File: src/rtl/imem_loader.sv
// rtl/imem_loader.sv - UART byte-stream program loader into instruction memory (optional checksum: IMEM_LOADER_CHECKSUM_EN)
module imem_loader #(
    parameter int                  len_data  = 32,
    parameter int                  ram_depth = 2048,
    parameter logic [len_data-1:0] halt_word = 32'hFFFFFFFF
) (
    input  logic                clk,
    input  logic                reset,
    input  logic                in_start,
    input  logic [7:0]          in_rx_data,
    input  logic                in_rx_done,
    output logic [len_data-1:0] out_addr_debug,
    output logic [len_data-1:0] out_ins_to_mem,
    output logic                out_wea_ram_inst,
    output logic                out_debug_flag,
    output logic                out_cpu_stall,
    output logic                out_load_done,
    output logic                out_overflow,
    output logic                out_checksum_err
);

    typedef enum logic [1:0] {IDLE, LOAD, CHECK, DONE} state_t;

    localparam logic [len_data-1:0] LAST_ADDR = len_data'(ram_depth - 1);

    state_t              r_state;
    state_t              w_state_next;
    logic [len_data-1:0] r_addr;
    logic [len_data-1:0] r_word;
    logic [len_data-1:0] r_ins;
    logic [1:0]          r_byte_cnt;
    logic                r_wea;
    logic                r_eval;      // cycle after the write pulse: decide halt/overflow/advance
    logic                r_debug;
    logic                r_done;
    logic                r_overflow;
    logic [len_data-1:0] w_shift;
    logic                w_halt;
    logic                w_last;
    logic                w_ck_window;

`ifdef IMEM_LOADER_CHECKSUM_EN
    logic [7:0]          r_xor;
    logic [7:0]          r_ck_byte;
    logic                r_ck_have;   // checksum byte arrived before CHECK was entered
    logic                r_ck_err;
    logic [7:0]          w_ck_byte;

    // A byte arriving while the halt word is being written is the checksum byte
    assign w_ck_window = (r_wea || r_eval) && w_halt;
    assign w_ck_byte   = r_ck_have ? r_ck_byte : in_rx_data;
`else
    assign w_ck_window = 1'b0;
`endif

    assign w_shift = {r_word[len_data-9:0], in_rx_data};
    assign w_halt  = (r_ins == halt_word);
    assign w_last  = (r_addr == LAST_ADDR);

    // Next-state selection
    always_comb begin
        w_state_next = r_state;
        case (r_state)
            IDLE, DONE: begin
                if (in_start) w_state_next = LOAD;
            end
            LOAD: begin
                if (r_eval) begin
                    if (w_halt) begin
`ifdef IMEM_LOADER_CHECKSUM_EN
                        w_state_next = CHECK;
`else
                        w_state_next = DONE;
`endif
                    end else if (w_last) begin
                        w_state_next = DONE;
                    end
                end
            end
`ifdef IMEM_LOADER_CHECKSUM_EN
            CHECK: begin
                if (r_ck_have || in_rx_done) w_state_next = DONE;
            end
`endif
            default: w_state_next = r_state;
        endcase
    end

    // State register, byte assembly, write pulse, address and flags
    always_ff @(posedge clk) begin
        if (!reset) begin
            r_state    <= IDLE;
            r_addr     <= '0;
            r_word     <= '0;
            r_ins      <= '0;
            r_byte_cnt <= '0;
            r_wea      <= 1'b0;
            r_eval     <= 1'b0;
            r_debug    <= 1'b0;
            r_done     <= 1'b0;
            r_overflow <= 1'b0;
`ifdef IMEM_LOADER_CHECKSUM_EN
            r_xor      <= '0;
            r_ck_byte  <= '0;
            r_ck_have  <= 1'b0;
            r_ck_err   <= 1'b0;
`endif
        end else begin
            r_state <= w_state_next;
            r_debug <= (w_state_next == LOAD) || (w_state_next == CHECK);
            r_done  <= (w_state_next == DONE);
            r_wea   <= 1'b0;
            r_eval  <= r_wea;
            case (r_state)
                IDLE, DONE: begin
                    if (in_start) begin
                        r_addr     <= '0;
                        r_word     <= '0;
                        r_byte_cnt <= '0;
                        r_overflow <= 1'b0;
`ifdef IMEM_LOADER_CHECKSUM_EN
                        r_xor      <= '0;
                        r_ck_have  <= 1'b0;
                        r_ck_err   <= 1'b0;
`endif
                    end
                end
                LOAD: begin
                    if (in_rx_done && !w_ck_window) begin
                        r_word     <= w_shift;
                        r_byte_cnt <= r_byte_cnt + 2'd1;
`ifdef IMEM_LOADER_CHECKSUM_EN
                        r_xor      <= r_xor ^ in_rx_data;
`endif
                        if (r_byte_cnt == 2'd3) begin
                            r_ins <= w_shift;
                            r_wea <= 1'b1;
                        end
                    end
`ifdef IMEM_LOADER_CHECKSUM_EN
                    if (in_rx_done && w_ck_window) begin
                        r_ck_byte <= in_rx_data;
                        r_ck_have <= 1'b1;
                    end
`endif
                    // Overflow is judged on the current address, before any increment
                    if (r_eval && !w_halt) begin
                        if (w_last) r_overflow <= 1'b1;
                        else        r_addr     <= r_addr + len_data'(1);
                    end
                end
`ifdef IMEM_LOADER_CHECKSUM_EN
                CHECK: begin
                    if (w_state_next == DONE) r_ck_err <= (w_ck_byte != r_xor);
                end
`endif
                default: ;
            endcase
        end
    end

    assign out_addr_debug   = r_addr;
    assign out_ins_to_mem   = r_ins;
    assign out_wea_ram_inst = r_wea;
    assign out_debug_flag   = r_debug;
    assign out_cpu_stall    = r_debug;
    assign out_load_done    = r_done;
    assign out_overflow     = r_overflow;
`ifdef IMEM_LOADER_CHECKSUM_EN
    assign out_checksum_err = r_ck_err;
`else
    assign out_checksum_err = 1'b0;
`endif

endmodule

File: config.mk
export PLATFORM = sky130hd
export DESIGN_NAME = imem_loader
export DESIGN_NICKNAME = d
export VERILOG_FILES = /design/src/rtl/imem_loader.sv
export SDC_FILE = /design/constraint.sdc
export NUM_CORES = 1
export LEC_CHECK = 0
export CAP_MARGIN = 20
export CORE_MARGIN = 10
export CORE_UTILIZATION = 45
export DETAILED_ROUTE_END_ITERATION = 12
export GPL_TIMING_DRIVEN = 0
export MAX_ROUTING_LAYER = met4
export PLACE_DENSITY = 0.76
export SLEW_MARGIN = 20
export SYNTH_ARGS = -nofsm -noshare
export SYNTH_HDL_FRONTEND = slang
export SYNTH_SLANG_ARGS = --single-unit
File: constraint.sdc
create_clock -name clk -period 6.6 [get_ports clk]
set_input_delay 1.65 -clock clk [delete_from_list [all_inputs] [get_ports clk]]
set_output_delay 1.65 -clock clk [all_outputs]
set_load 0.03 [all_outputs]
### Word-level counts from Yosys, hierarchy flattened

Index checks and enable logic that the tools add are counted.

* register bits: 97
* input port bits: 12
* output and inout port bits: 70
* word-level logic and storage cells: 55

* $add $sub $neg: 2
* eq/ne operators: 13
* mux-type cells: 19
* reduce and logical (&&, ||, !) cells: 11

Operators with widths (count)
* 32-bit 2-to-1 mux: 3
* 32-bit case mux with 2 select lines: 1
* 24-bit case mux with 2 select lines: 1
* 32-bit by 1-bit adder with 32-bit output, second input constant: 1
* 32-bit by 11-bit == test with 1-bit output, second input constant: 1
* 32-bit == test, second input constant: 1
* 24-bit 2-to-1 mux: 1
* 2-bit 2-to-1 mux: 6
* 2-bit != test, second input constant: 5
* 3-bit AND reduction: 3
* 2-bit == test, second input constant: 4
* 2-bit case mux with 2 select lines: 2
* 4-bit AND reduction: 2
* 2-bit by 1-bit == test with 1-bit output, second input constant: 2
* 1-bit 2-to-1 mux: 4
* 2-bit by 1-bit adder with 2-bit output, second input constant: 1
* 2-bit logical NOT: 1
* 1-bit case mux with 2 select lines: 1
* 2-bit nonzero test: 1
* 2-bit OR reduction: 1
* 1-bit logical AND: 1
* 1-bit logical NOT: 1
* 1-bit logical OR: 1

### Depth between registers and ports, before layout

* word-level depth: 7
* mapped depth: 9
* mapped depth without buffers: 8

### Worst setup path after synthesis

No wires, ideal clock.

* path type: input -> register
* start point: input in_start
* end point: register r_overflow, in the netlist out_overflow
* data arrival time: 2824 ps
* required time: 6535 ps
* slack: 3711 ps
* stages on the path: 7
* buffers on the path: 1
* path through: mux2_2 -> nand2_1 -> a21oi_2 -> clkbuf_1 -> nand2b_1 -> mux2_1 -> nor2b_1

* word-level cells in the longest chain between the ends: 2

RTL lines
* from (decl): line 9 `input logic in_start,`
* 2-bit != test (no source line)
* 4-bit AND reduction (no source line)
* to (signal assigned): line 101 `r_overflow <= 1'b0;`
* to (signal assigned): line 120 `r_overflow <= 1'b0;`
* to (signal assigned): line 148 `if (w_last) r_overflow <= 1'b1;`
* to (decl): line 36 `logic r_overflow;`

Every way passes these cells.
A chain may end at the register's enable or synchronous reset.

### Worst setup path after layout

Ends and elaborated chain as after synthesis.

==> results.cfg <==
[run_status]
run_status = complete, no violations

[timing]
max-slew-margin-rel_pct = 48.1
period_share_pct = 50.5
post_route_worst_setup_slack_ps = 3270
hold_violations_final = 0
final_period_minus_worst_setup_slack_ps = 3330
fin_worst_hold_slack_ps = 466
setup_tns_ps = 0
rsz0062_at_grt = false
worst_clock_skew_ps = 9.94
final-max-slew-violation-count = 0
timing.final.setup_violations = 0
achievable-frequency_mhz = 300
tightestPinTransition_ps = 771

[floorplanning]
io-pin-count = 82
die-width_um = 117
row_count = 35
coreArea_mm2 = 0.00920
initial_core_util_pct = 45.9
die_area_mm2 = 0.0137
die_h_um = 117

[logic_synthesis]
synth_cells = 482
synth_top_cell_by_area = sky130_fd_sc_hd__dfxtp_1
synth.most_common_cell = sky130_fd_sc_hd__dfxtp_1
seq_area_frac_synth_pct = 46.0
synth_cell_type_count = 48
ys.flop_type = sky130_fd_sc_hd__dfxtp_1
ys_ff_latch = 97
syn_area_mm2 = 0.00422
ys_top_cells_by_count = sky130_fd_sc_hd__dfxtp_1 (97), sky130_fd_sc_hd__nand2_1 (88), sky130_fd_sc_hd__a21boi_0 (32)
synthTopCellsByArea = sky130_fd_sc_hd__dfxtp_1 (46%), sky130_fd_sc_hd__nand2_1 (7.8%), sky130_fd_sc_hd__a21boi_0 (5.7%)
syn_avg_cell_area_um2 = 8.76
synth_warnings = 0
syn_nets = 499
postSynth.asyncResetShare_pct = 0
post-synth-top-area-fraction_pct = 46.0
synth_enable_flop_cells = 0

[grt]
grt_pass1_vias = 3854
grt_pass1_wl_um = 19500
grt_antenna_before_repair = 0
grt_start_max_net_pins = 20
grt_overflow_total = 0
grt_use_total_pct = 18.1

[clocking]
cts_tree = done
ctsRootBufferMaster = sky130_fd_sc_hd__clkbuf_8
postCtsResizedCells = 0
clkLatencyLatePin_ps = 370
cts_inserted_buffers = 9
cts.sinks = 97
clock_path_buffers = 2
path_clk_slew_ps = 100
ctsHoldBuffers = 0
cts_setup_buffers = 0
cts_max_level = 3

[place]
place.detailed.hpwl_um = 8870
post_dp_cell_area_mm2 = 0.00516
port_buffers = 80
cell_count_after_placement = 673
finalWeightedCongestion = 0.893
detailedPlace.worstSlack_ps = 2920

[worst_setup_path]
worst-setup-path-type = input port to register
cp.required_ps = 6910
critPathCaptureType = register
reg2reg_setup_slack_ps = 4010
category_of_the_worst_setup_path_launch_point = input port
timing.critical_path.arrival_ps = 3640
crit_fanout = 10

[final_layout]
antenna-diode-count = 0
finalInstanceArea_mm2 = 0.00535
finish.cell_count_without_fillers = 689
fin_util_pct = 58.2
fillers = 824
drive_above_1_share_pct = 6.06
nNetsFinal = 590
area.growth.synth_to_final_pct = 26.8

[route]
routedWlPerCell_um = 17.1
totalWireLength_um = 11800
drt_drc_violations_left = 0
via_per_inst = 5.70
final_antenna_net_count = 0
drt_iter0_markers = 281
dr_total_vias = 3930
drt-pass1-iter-count = 5

[power]
power_share_of_the_combinational_group_pct = 7.1
ir_drop_mv = 0.0997
power_per_cell_area_mw_per_mm2 = 197
sw_frac_of_total_pct = 27.4
cellInternalPower_uw = 765
power.share.clock_pct = 36.7
seq_power_share_pct = 56.2
p_switching_uw = 288
leakage_nw = 1.71
power.total_mw = 1.05

[worst_hold_path]
min-delay-path-class = register to register

[flow_run]
max_cap_violations = 0
[power groups by stage]
stage	Combinational [mW]	Clock, mW	Sequential, mW
floorplan	0.0460	0	0.606
global placement	0.0725	0	0.605
detailed placement	0.0746	0	0.605
CTS	0.0749	0.390	0.592
global route	0.0812	0.415	0.593
finish	0.0749	0.387	0.592
[cells in the final DEF, fill, tap and decap left out, types with 12 or more instances in the layout]
cell type	n
sky130_fd_sc_hd__nand2_1	88
sky130_fd_sc_hd__nand3_1	12
sky130_fd_sc_hd__a21boi_0	32
sky130_fd_sc_hd__dfxtp_1	97
sky130_fd_sc_hd__or3_1	12
sky130_fd_sc_hd__clkbuf_1	23
sky130_fd_sc_hd__a21oi_1	15
sky130_fd_sc_hd__o21ai_1	14
sky130_fd_sc_hd__nand4_1	15
sky130_fd_sc_hd__a22oi_1	26
sky130_fd_sc_hd__nor2b_1	27
sky130_fd_sc_hd__clkdlybuf4s50_1	80
sky130_fd_sc_hd__nor2_1	14
[layer usage]
| layer | routed length [um] | track usage (%) | vias up |
|---|---|---|---|
| met3 | 815 | 3.77 | 16 |
| met1 | 5180 | 22.7 | 1892 |
| li1 | - | - | 1885 |
| met2 | 5670 | 28.7 | 137 |
| met4 | 148 | 5.93 | 0 |
| met5 | 0 | - | - |
[cell families after synthesis]
family	share of synthesized area (%)
compound gates	18.2
xor+xnor	1.66
fa+ha+maj	1.48
buf+inv	3.62
flops	46.0
mux	1.01
other cells	0.0888
simple gates	28.0
[sequential cells by signal, indices dropped and copies added, names as in the netlist]
signal and cells:
out_cpu_stall 1, out_wea_ram_inst 1, out_addr_debug 32, r_word 24, out_overflow 1, r_byte_cnt 2
r_state 2, out_load_done 1, r_eval 1, out_ins_to_mem 32
[worst max-delay path, stage by stage]
cell and delay (ps):
sky130_fd_sc_hd__clkdlybuf4s50_1 540, sky130_fd_sc_hd__mux2_2 200, sky130_fd_sc_hd__nand2_1 60, sky130_fd_sc_hd__a21oi_2 240, sky130_fd_sc_hd__clkbuf_1 400, sky130_fd_sc_hd__nand2b_1 120, sky130_fd_sc_hd__mux2_1 320, sky130_fd_sc_hd__nor2b_1 110
[worst paths after layout]
| check | to | startpoint | cells past startpoint |
|---|---|---|---|
| worst min-delay path | out_ins_to_mem[31] | r_word[23] | 2 |
| worst min register to register | out_ins_to_mem[31] | r_word[23] | 2 |
| worst max-delay path | out_overflow | in_start | 8 |
| worst max register to register | out_cpu_stall | out_addr_debug[0] | 8 |
[final cells by class]
type                            count  area [um^2]  share of cell area, %
Buffer                             29          123                   2.29
Clock buffer                        9          124                   2.31
Clock inverter                      7         67.6                   1.26
Inverter                            8         30.0                  0.561
Multi-Input combinational cell    348         2130                   39.7
Sequential cell                    97         1940                   36.3
Tap cell                          111          139                   2.59
Timing Repair Buffer               80          801                   15.0
Power figures use the tool's default switching activity.
